<file path="config.mk">
export PLATFORM = sky130hd
export DESIGN_NAME = peak_window_hold
export DESIGN_NICKNAME = d
export VERILOG_FILES = /design/src/rtl/toolbox_pkg.sv /design/src/rtl/peak_compare.sv /design/src/rtl/peak_window_hold.sv
export SDC_FILE = /design/constraint.sdc
export NUM_CORES = 1
export LEC_CHECK = 0
export CORE_MARGIN = 1
export CORE_UTILIZATION = 35
export DETAILED_ROUTE_END_ITERATION = 10
export GPL_TIMING_DRIVEN = 0
export PLACE_DENSITY = 0.65
export SETUP_SLACK_MARGIN = 0.02
export SYNTH_ARGS = -nofsm -noshare
export SYNTH_HDL_FRONTEND = slang
export SYNTH_SLANG_ARGS = --single-unit
</file>
<file path="constraint.sdc">
create_clock -name CLK -period 2.57 [get_ports CLK]
set_input_delay 0.257 -clock CLK [delete_from_list [all_inputs] [get_ports CLK]]
set_output_delay 0.257 -clock CLK [all_outputs]
set_load 0.05 [all_outputs]
</file>
<file path="src/rtl/toolbox_pkg.sv">
// Shared definitions for the TOOLBOX sample-processing chain.
// Provides the default sample width, the peak-window FSM state type and
// the default window length used by peak_window_hold.
package toolbox_pkg;

    // Width of one unsigned sample in the chain
    localparam int SAMPLE_W = 12;

    // Default number of samples per peak window
    localparam int DEFAULT_WINDOW = 256;

    // Peak-window FSM: IDLE holds no samples, ACCUM holds a partial window
    typedef enum logic {
        IDLE  = 1'b0,
        ACCUM = 1'b1
    } state_t;

endpackage : toolbox_pkg

</file>
<file path="src/rtl/peak_compare.sv">
// Combinational candidate/current compare for the running-peak tracker.
// o_upd is a strict unsigned greater-than, so on ties the current value
// (the earlier sample) is kept. o_sel is the value the running maximum
// takes after this sample. The update flag also steers the index logic.
module peak_compare #(
    parameter int W = 12
) (
    input  logic [W-1:0] i_cand,
    input  logic [W-1:0] i_cur,
    output logic         o_upd,
    output logic [W-1:0] o_sel
);

    // Strict compare and select of the new running maximum
    always_comb begin
        o_upd = (i_cand > i_cur);
        o_sel = o_upd ? i_cand : i_cur;
    end

endmodule : peak_compare

</file>
<file path="src/rtl/peak_window_hold.sv">
// Windowed peak detector: tracks the running maximum of a strobed stream
// of unsigned samples over WINDOW accepted samples, then emits the peak as
// a one-cycle OUT_VALID strobe and holds OUT_PEAK until the next result.
// The window-closing sample is folded into the result on the same edge it
// is accepted, so the next sample (even in the OUT_VALID cycle) starts a
// new window with no bubble.
// Optional build macro PEAK_INDEX_EN adds OUT_INDEX, the zero-based
// position of the peak sample within its window (first occurrence on ties).
module peak_window_hold
    import toolbox_pkg::*;
#(
    parameter int DATA_W = SAMPLE_W,
    parameter int WINDOW = DEFAULT_WINDOW,
    parameter int CNT_W  = $clog2(WINDOW)
) (
    input  logic              CLK,
    input  logic              RST,
    input  logic              CLR,
    input  logic              IN_VALID,
    input  logic [DATA_W-1:0] IN_DATA,
    output logic              OUT_VALID,
    output logic [DATA_W-1:0] OUT_PEAK,
    output logic [CNT_W-1:0]  OUT_COUNT,
`ifdef PEAK_INDEX_EN
    output logic [CNT_W-1:0]  OUT_INDEX,
`endif
    output logic              BUSY
);

    localparam logic [CNT_W-1:0] LAST_CNT = CNT_W'(WINDOW - 1);

    state_t              r_state;
    logic [CNT_W-1:0]    r_cnt;
    logic [DATA_W-1:0]   r_max;
    logic [DATA_W-1:0]   r_peak;
    logic                r_valid;
`ifdef PEAK_INDEX_EN
    logic [CNT_W-1:0]    r_idx_run;
    logic [CNT_W-1:0]    r_index;
`endif

    logic                w_upd;
    logic [DATA_W-1:0]   w_sel;
    logic                w_last;

    peak_compare #(
        .W (DATA_W)
    ) u_cmp (
        .i_cand (IN_DATA),
        .i_cur  (r_max),
        .o_upd  (w_upd),
        .o_sel  (w_sel)
    );

    // Sample currently presented would bring the window to WINDOW samples
    always_comb begin
        w_last = (r_cnt == LAST_CNT);
    end

    // Window FSM, sample counter, running maximum and result registers
    always_ff @(posedge CLK or posedge RST) begin
        if (RST) begin
            r_state   <= IDLE;
            r_cnt     <= '0;
            r_max     <= '0;
            r_peak    <= '0;
            r_valid   <= 1'b0;
`ifdef PEAK_INDEX_EN
            r_idx_run <= '0;
            r_index   <= '0;
`endif
        end else begin
            r_valid <= 1'b0;
            if (CLR) begin
                // Restart drops any simultaneous sample; the last result is kept
                r_state   <= IDLE;
                r_cnt     <= '0;
                r_max     <= '0;
`ifdef PEAK_INDEX_EN
                r_idx_run <= '0;
`endif
            end else if (IN_VALID) begin
                case (r_state)
                    IDLE: begin
                        r_max     <= IN_DATA;
                        r_cnt     <= CNT_W'(1);
`ifdef PEAK_INDEX_EN
                        r_idx_run <= '0;
`endif
                        r_state   <= ACCUM;
                    end
                    ACCUM: begin
                        if (w_last) begin
                            // Closing sample is compared and published on this edge
                            r_peak    <= w_sel;
`ifdef PEAK_INDEX_EN
                            r_index   <= w_upd ? r_cnt : r_idx_run;
                            r_idx_run <= '0;
`endif
                            r_valid   <= 1'b1;
                            r_cnt     <= '0;
                            r_max     <= '0;
                            r_state   <= IDLE;
                        end else begin
                            r_max <= w_sel;
`ifdef PEAK_INDEX_EN
                            if (w_upd) begin
                                r_idx_run <= r_cnt;
                            end
`endif
                            r_cnt <= r_cnt + 1'b1;
                        end
                    end
                    default: begin
                        r_state <= IDLE;
                        r_cnt   <= '0;
                        r_max   <= '0;
                    end
                endcase
            end
        end
    end

    // Output mapping from the registered state
    always_comb begin
        OUT_VALID = r_valid;
        OUT_PEAK  = r_peak;
        OUT_COUNT = r_cnt;
        BUSY      = (r_state == ACCUM);
`ifdef PEAK_INDEX_EN
        OUT_INDEX = r_index;
`endif
    end

endmodule : peak_window_hold

</file>
==> metrics.md <==
| Metric | Value |
|---|---|
| Outcome | `complete, no violations` |
| Post-Synthesis Cell Area | `0.00184 mm²` |
| Share of cells above drive strength 1 | `13.7%` |
| Port-buffer cells | `37` |
| FF-to-FF Start | `r_max[5]` |
| Syn Inst Count | `165` |
| Vias | `1496` |
| Initial DRC Count | `between 60 and 70` |
| Worst hold slack | `0.389 ns` |
| Overall Power | `0.00123 W` |
| H-tree lvl count | `2` |
| Fin Clk Skew | `0.0105 ns` |
| Post-layout minimum cycle time | `2.30 ns` |
| Fin util | `48.0%` |
| RSZ-0062 raised after global routing | `false` |
| Congestion Overflow GR | `0` |
| Register area | `851 µm²` |
| Post-CTS setup buffer count | `0` |
| Fillers | `495` |
| Die W | `roughly 75 µm` |
| Worst Hold Class | `in2async` |
| Setup TNS | `0 ns` |
| Largest net degree at the start of global routing | `19` |
| Worst R2R Setup Slack | `~0.3 ns` |
| First-pass GRT wire length | `approximately 6600 µm` |
| Post_cts resized | `0` |
| Syn avg cell area | `about 11 µm²` |
| Via density | `5.32` |
| CTS tree | `built` |
| Worst r2r path cells | `10` |
| Power density over the cells | `504 mW/mm²` |
| Antenna Nets Post-Route | `0` |
| I/O pin count | `38` |
| Leak | `between 1 and 1.5 nW` |
| Synthesized flop and latch total | `34` |
| R2r endpoint | `r_max[2]` |
| Relative slew slack | `51.0%` |
| Cell area after layout | `around 0.0024 mm²` |
| Synth cell types | `35` |
| GRT Overall Usage | `15.9%` |
| Yosys warnings | `0` |
| Critical Path AT | `2.48 ns` |
| Die height | `74.5 µm` |
| Num CTS Buffers | `5` |
| Mapped Nets | `194` |
| Routability congestion estimate | `~0.76` |
| Rows | `26` |
| Slew Limit Fails | `0` |
| Router iterations before antenna repair | `4` |
| DIE AREA | `approximately 0.0056 mm²` |
| Starting Density | `36.3%` |
| Deepest clock path buffer count | `2` |
| Dpl hpwl | `~2900 µm` |
| Sequential-to-total area share from yosys stat | `46.2%` |
| Max-cap violations | `0` |
| Number of antenna diodes | `0` |
| CTS sink cnt | `34` |
| Startpoint Class | `input port` |
| Instance area at placement | `0.00233 mm²` |
| Slew @ Worst Pin | `about 0.73 ns` |
| DRC | `0` |
| CP Data Required Time | `~2.8 ns` |
| Hold Violations, Final | `0` |
| Core area | `0.00507 mm²` |
| Hold-fix buffers, CTS | `0` |
| Period utilization | `89.5%` |
| Layout area overhead | `32.3%` |
| Layout net count | `239` |
| Max Fclk | `435 MHz` |
| DRT Wirelength | `4080 µm` |
| CTS clk-pin slew, worst paths | `0.08 ns` |
| Maximum vdd ir drop | `between 0.0003 and 0.0004 V` |
| Vias in the first global route | `1345` |
| Initial antenna violation count | `0` |
| Worst Path Max Fanout | `10` |
| Setup CP Type | `in2reg` |
| Endpoints failing setup | `0` |
| Routed len/inst | `14.5 µm` |
| Combined area of the multi-input logic cells | `885 µm²` |
| Crit. End Element | `flip-flop` |
| Clock Latency Late Sink | `0.29 ns` |
| Clock Root Buffer | `clkbuf_8` |
==> layout by cell type (no fill, tap or decap), drive strengths merged, types with 2 or more instances in the layout <==
cell type / count
clkinv: 2
nand4: 5
and3: 2
a21oi: 5
dfrtp: 34
nor2: 7
o31ai: 2
a22o: 13
o41ai: 2
o221a: 12
clkdlybuf4s50: 37
ha: 13
nand3: 12
nand2: 5
o21ai: 11
buf: 7
or2: 5
a31oi: 2
inv: 14
nand3b: 2
or3: 2
o211ai: 2
clkbuf: 5
==> stage by stage <==
step | cells | worst slack [ns]
after floorplan | 165 | 0.304
after global placement | 272 | -0.0370
after detailed placement | 273 | -0.0379
after CTS | 281 | 0.254
after global routing | 281 | 0.173
final | 281 | 0.270
==> critical path: stages <==
cell and delay (ns):
clkdlybuf4s50_1 0.46, ha_1 0.33, nor2b_1 0.13, o211ai_1 0.19, a211oi_2 0.10, o41ai_2 0.32, buf_6 0.21, o32ai_2 0.11
buf_6 0.17, a22o_1 0.18
==> flip-flops by register name, indices dropped and copies added, names as in the netlist <==
name	cells
OUT_VALID	1
OUT_PEAK	12
OUT_COUNT	8
r_max	12
BUSY	1
==> cells in the mapped netlist <==
cell	number	share of area, %
a211oi_2	1	0.68
a21boi_0	1	0.41
a21o_1	1	0.41
a21oi_1	5	1.4
a22o_1	13	6.2
a31o_4	1	0.95
a31oi_1	2	0.68
and3_1	2	0.68
and4_4	1	0.61
buf_1	1	0.20
buf_2	1	0.27
buf_6	4	2.4
dfrtp_1	34	46
ha_1	13	8.8
inv_1	14	2.9
nand2_1	5	1.0
nand2b_1	1	0.34
nand3_1	12	3.3
nand3b_1	2	0.81
nand4_1	4	1.4
nand4_4	1	1.2
nor2_1	7	1.4
nor2b_1	1	0.34
nor3b_2	1	0.68
o211ai_1	2	0.81
o21ai_0	11	3.0
o221a_1	10	6.1
o221a_2	2	1.2
o31ai_1	2	0.81
o32ai_2	1	0.88
o41ai_1	1	0.48
o41ai_2	1	0.88
or2_2	5	1.7
or3_1	1	0.34
or3_4	1	0.61
==> worst max path at each step <==
stage                 startpoint     endpoint  slack, ns  cells after the start
finish                IN_DATA[1]     r_max[2]       0.27                     10
floorplan           OUT_COUNT[0]  OUT_PEAK[3]       0.30                      6
detailed placement    IN_DATA[1]     r_max[2]      -0.04                     10
global route          IN_DATA[1]     r_max[1]       0.17                     10
global placement      IN_DATA[5]     r_max[4]      -0.04                     10
CTS                   IN_DATA[1]     r_max[2]       0.25                     10
==> per-layer routing <==
metal | track usage (%) | up-vias | share of wire [%]
met5 | 0 | - | 0
met4 | 5.03 | 0 | 1.3
met3 | 4.88 | 6 | 5.7
met2 | 22.6 | 38 | 43
met1 | 23.1 | 726 | 50
li1 | - | 726 | -
==> kinds of logic (layout without fill, tap and decap cells) <==
| logic type | after synthesis | count (layout) | share of synthesized area (%) |
|---|---|---|---|
| simple gates | 44 | 44 | 14.3 |
| flops | 34 | 34 | 46.2 |
| compound gates | 54 | 54 | 24.9 |
| fa+ha+maj | 13 | 13 | 8.83 |
| buf+inv | 20 | 66 | 5.77 |
==> report_power, final <==
part | switching (W) | leakage (nW) | internal [W]
registers | 0.0000136 | 0.465 | 0.000551
clock network | 0.000202 | 0.0579 | 0.000285
logic | 0.0000948 | 0.543 | 0.0000811
==> area by class of cell <==
cell class | instances | share of cell area, %
tap | 70 | 3.60
inverter | 14 | 2.16
multi-input combinational | 111 | 36.3
clock buffer | 5 | 2.82
timing repair buffer | 38 | 16.3
buffer | 6 | 2.21
sequential | 34 | 34.9
clock inverter | 3 | 1.64
(Power assumes the default switching activity.)
